$ cat config.mk
export PLATFORM = sky130hd
export DESIGN_NAME = mux_3to1
export DESIGN_NICKNAME = d
export VERILOG_FILES = /design/src/rtl/mux_3to1.sv
export SDC_FILE = /design/constraint.sdc
export NUM_CORES = 1
export LEC_CHECK = 0
export ABC_CLOCK_PERIOD_IN_PS = 1490
export CORE_MARGIN = 8
export CORE_UTILIZATION = 22
export DETAILED_ROUTE_END_ITERATION = 7
export PLACE_DENSITY = 0.79
export SYNTH_ARGS = -nofsm -noshare
export SYNTH_HDL_FRONTEND = slang
export SYNTH_SLANG_ARGS = --single-unit
$ cat constraint.sdc
create_clock -name clk -period 1.49 [get_ports clk]
set_input_delay 0.298 -clock clk [delete_from_list [all_inputs] [get_ports clk]]
set_output_delay 0.298 -clock clk [all_outputs]
set_load 0.01 [all_outputs]
$ cat src/rtl/mux_3to1.sv
// rtl/mux_3to1.sv - 3:1 next-PC select mux with illegal-select flagging
// Optional output register compiled in by defining MUX_3TO1_REG_OUT_EN.

module mux_3to1 #(
  parameter int WIDTH            = 32,
  parameter int ILLEGAL_SEL_ZERO = 0
) (
  input  logic             clk,
  input  logic             rst,
  input  logic [WIDTH-1:0] in0,
  input  logic [WIDTH-1:0] in1,
  input  logic [WIDTH-1:0] in2,
  input  logic [1:0]       sel,
  output logic [WIDTH-1:0] out,
  output logic             sel_err,
  output logic             sel_err_sticky
);

  logic [WIDTH-1:0] mux_val;

  // Code 2'b11 is never decoded as a real path; it falls back to the
  // sequential path or to zero depending on ILLEGAL_SEL_ZERO.
  always_comb begin
    mux_val = in0;
    case (sel)
      2'b00: mux_val = in0;
      2'b01: mux_val = in1;
      2'b10: mux_val = in2;
      2'b11: mux_val = (ILLEGAL_SEL_ZERO != 0) ? '0 : in0;
    endcase
  end

  assign sel_err = (sel == 2'b11);

  always_ff @(posedge clk or posedge rst) begin
    if (rst) begin
      sel_err_sticky <= 1'b0;
    end else if (sel_err) begin
      sel_err_sticky <= 1'b1;
    end
  end

`ifdef MUX_3TO1_REG_OUT_EN
  logic [WIDTH-1:0] out_q;

  always_ff @(posedge clk or posedge rst) begin
    if (rst) begin
      out_q <= '0;
    end else begin
      out_q <= mux_val;
    end
  end

  assign out = out_q;
`else
  assign out = mux_val;
`endif

endmodule

## Yosys cells after proc, flatten, opt, wreduce, memory -nomap -nowiden

Cells that the tools add are included.

| operators by class | value |
|---|---|
| divide/modulo/power cells | 0 |
| reductions and logical operators | 2 |
| mux-type cells | 1 |
| multiply operators | 0 |
| bitwise gates (word level) | 0 |
| magnitude comparators | 0 |
| equal/unequal tests | 3 |
| shift operators | 0 |
| add/subtract/negate cells | 0 |

Operator list:

| kind | count |
|---|---|
| case mux 32 bit (3 select lines) | 1 |
| equality test 2 bit, second input constant | 2 |
| equality test 2 x 1 -> 1 bit, second input constant | 1 |
| logical NOT 2 bit | 1 |
| OR reduction 2 bit | 1 |

| storage, ports and cells | value |
|---|---|
| RAM bits | 0 |
| memories kept | 0 |
| bits of input ports | 100 |
| bits in latches | 0 |
| ROM bits | 0 |
| register bits after elaboration | 1 |
| output and inout bits | 34 |

## Depth between registers and ports, before layout

| logic depth | value |
|---|---|
| word-level depth | 3 |
| depth in mapped cells | 6 |

## Worst setup path after synthesis

No wires, ideal clock.

| path | value |
|---|---|
| path kind | input port to output port |
| from | input sel[0] |
| to | output out[0] |
| required time | 1192 ps |
| data arrival time | 1115 ps |
| path buffers | 1 |
| cell stages on the path | 5 |
| setup slack | 77 ps |
| path through | inv_1 > ha_1 > buf_6 > a22oi_1 > o21ai_1 |

| between the ends | value |
|---|---|
| longest elaborated chain between the ends | 3 |
| elaborated cells on any way between the ends | 6 |

RTL lines:

| what | line | source |
|---|---|---|
| start, declared | 13 | `input logic [1:0] sel,` |
| equality test 2 bit / logical NOT 2 bit (equally long branches) | 25 | `case (sel)` |
| OR reduction 2 bit (no source line) | - |  |
| case mux 32 bit (3 select lines) (*) | 25 |  |
| end, declared | 14 | `output logic [WIDTH-1:0] out,` |

Every way passes the cells marked *; elsewhere a longest branch is shown, timed or not.

## Worst setup path in the final report

| path | value |
|---|---|
| from | input sel[0] |
| to | output out[24] |

The elaborated chain is that of the path after synthesis.

==> impl_metrics.ini <==
[logic_synthesis]
ys_warn_count = 0
synth_area_um2 = 802
syn_avg_cell_area_um2 = 6.85
ys_types = 13
synth_nets = 220
synth_seq_cells = 1
synth_cells = 117
ys_seq_area_share_pct = 3.12

[power_and_ir_drop]
p_int_uw = 592
p_per_area_nw_per_um2 = 367
peakVddDrop_mv = 0.218
switching_share_pct = 39.5
pwr-share-clk_pct = 0
p_leak_uw = 0.00107
combPwrFrac_pct = 97.2
switching_power_uw = 387
seqPwrFrac_pct = 2.8

[floorplanning]
initial_core_util_pct = 22.4
pin_count = 134
die_h_um = 76.4
num_rows = 22
fp.dieArea_um2 = 5830
die_w_um = 76.4
core_area_um2 = 3580

[cells_and_area]
final_nets = 364
multiInputGateArea_um2 = 975
largestRegisters = sel_err_sticky (1)
area_growth_pct = 233
top_register = sel_err_sticky
nFillCells = 261
largest_reg_flops = 1
drive_gt1_share_pct = 57.1
num_antenna_cells = 0
layout.area.seq_um2 = 25.0

[timing]
hold_slack_ns = 0.451
finalCritPeriodShare_pct = 107
min_period_ns = 1.60
rsz0062_at_grt = yes
hold_violations = 0
setup_tns_ns = -1.38
setup_slack_ns = -0.106
clock_skew_ns = 0
clock.fmax_mhz = 627
relSlewSlack_pct = 84.5
slew_viol_final = 0
setup_viol = 32
worst_slew_pin_slew_ns = 0.233

[grt]
grt_usage_pct = 17.3
grt_pass1_wl_um = 8540
grt_pass1_vias = 1741
grt_max_degree = 18
grt-ovfl-total = 0
antenna_found_initial = 0

[outcome]
violations = setup timing
status = finished with violations

[flow_run]
max-cap-violations = 0

[drt]
wire_per_inst_um = 19.2
drcViolationCount = 0
drtAntennaViolNets = 0
drt_wl_total_um = 5900
vias_per_cell = 4.95
drt_iter0_drc = 62
drtPass1Iterations = 4
vias = 1519

[worst_hold_path]
hold_path_class = input pin to asynchronous set/reset pin

[clock_network]
insertion_delay_ns = 0
clk_pin_slew_ns = 0

[place]
hpwl_um = 3860
numPortBuffers = 133
gp_congestion = 0.776

[setup_path]
crit_arrival_ns = 1.30
crit_path_cell_trace = buf_8, inv_4, ha_4, buf_12, a22oi_2, o21ai_4, buf_6
crit_slowest_cell = a22oi_2
crit_required_ns = 1.19
cp-start-kind = input pin
end_kind = output pin
cp_max_fo = 7
slowest_delay_ns = 0.25
crit_type = input pin to output pin
## final timing paths
check | slack (ns) | startpoint | cells after the start | end
max in group asynchronous | 0.95 | rst | 2 | sel_err_sticky
min | 0.45 | rst | 2 | sel_err_sticky
max | -0.11 | sel[0] | 7 | out[24]
min in group clk | 0.48 | sel_err_sticky | 1 | sel_err_sticky
max reg2reg | 0.71 | sel_err_sticky | 1 | sel_err_sticky
min reg2reg | 0.48 | sel_err_sticky | 1 | sel_err_sticky
## placed cells by master (no fill, tap or decap), drive strengths merged
cell type,synthesis,layout
clkdlybuf4s50,0,98
buf,13,54
a22oi,32,32
o21ai,32,32
nand2,32,32
inv,3,3
ha,3,3
clkbuf,0,2
or2,1,1
dlygate4sd2,0,1
dfrtp,1,1
## power by group through the flow
stage | Sequential, uW | Clock (uW) | Combinational, uW
2_1_floorplan | 27.7 | 0 | 292
5_1_grt | 27.7 | 0 | 1010
6_report | 27.7 | 0 | 952
4_1_cts | 27.7 | 0 | 922
3_3_place_gp | 27.7 | 0 | 787
3_5_place_dp | 27.7 | 0 | 792
## timing repair
item	4_1_cts	5_1_grt
hold buffers	0	0
resized for setup	189	60
buffers inserted	11	1
pin swaps	14	18
setup endpoints to repair	33	32
gates cloned	8	2
## cells by family (layout without fill, tap and decap cells)
| group | Yosys count | in the layout | synth area share, % |
|---|---|---|---|
| AOI/OAI and AO/OA | 64 | 64 | 61.9 |
| and+or+nand+nor | 33 | 33 | 15.8 |
| buffers and inverters | 16 | 158 | 14.5 |
| adders and majority gates | 3 | 3 | 4.68 |
| DFF | 1 | 1 | 3.12 |
## critical path: cells and delay by family
kind	cells	cell delay (ns)
adders and majority gates	1	0.22
AOI/OAI and AO/OA	2	0.35
buffers and inverters	4	0.42
## Yosys cell counts, drive strengths merged
library cell  count  share of area [%]
a22oi            32                 37
buf              13                 13
dfrtp             1                3.1
ha                3                4.7
inv               3                1.4
nand2            32                 15
o21ai            32                 25
or2               1               0.78
## per-layer routing
metal | share of wire, % | GRT usage [%] | vias to the layer above
met3 | 6.0 | 3.89 | 11
met2 | 55 | 34.8 | 81
met5 | 0 | 0 | -
met4 | 2.1 | 1.73 | 0
li1 | - | - | 721
met1 | 37 | 17.8 | 706
## cell type report
class	count	area share [%]
Tap cell	48	2.25
Timing Repair Buffer	155	59.7
Multi-Input combinational cell	100	36.5
Inverter	3	0.609
Sequential cell	1	0.937
## through the flow
stage                     cells  worst slack [ns]  instance area (um^2)  power (uW)  util, %
after global placement      293            -0.985                  2200         815     61.5
after detailed placement    293            -0.992                  2200         820     61.5
after global routing        307            -0.139                  2670        1040     74.7
after CTS                   311            -0.134                  2540         950     71.0
after floorplan             117            0.0770                   802         319        -
final                       307            -0.106                  2670         980     74.7
Power figures use the tool's default switching activity.
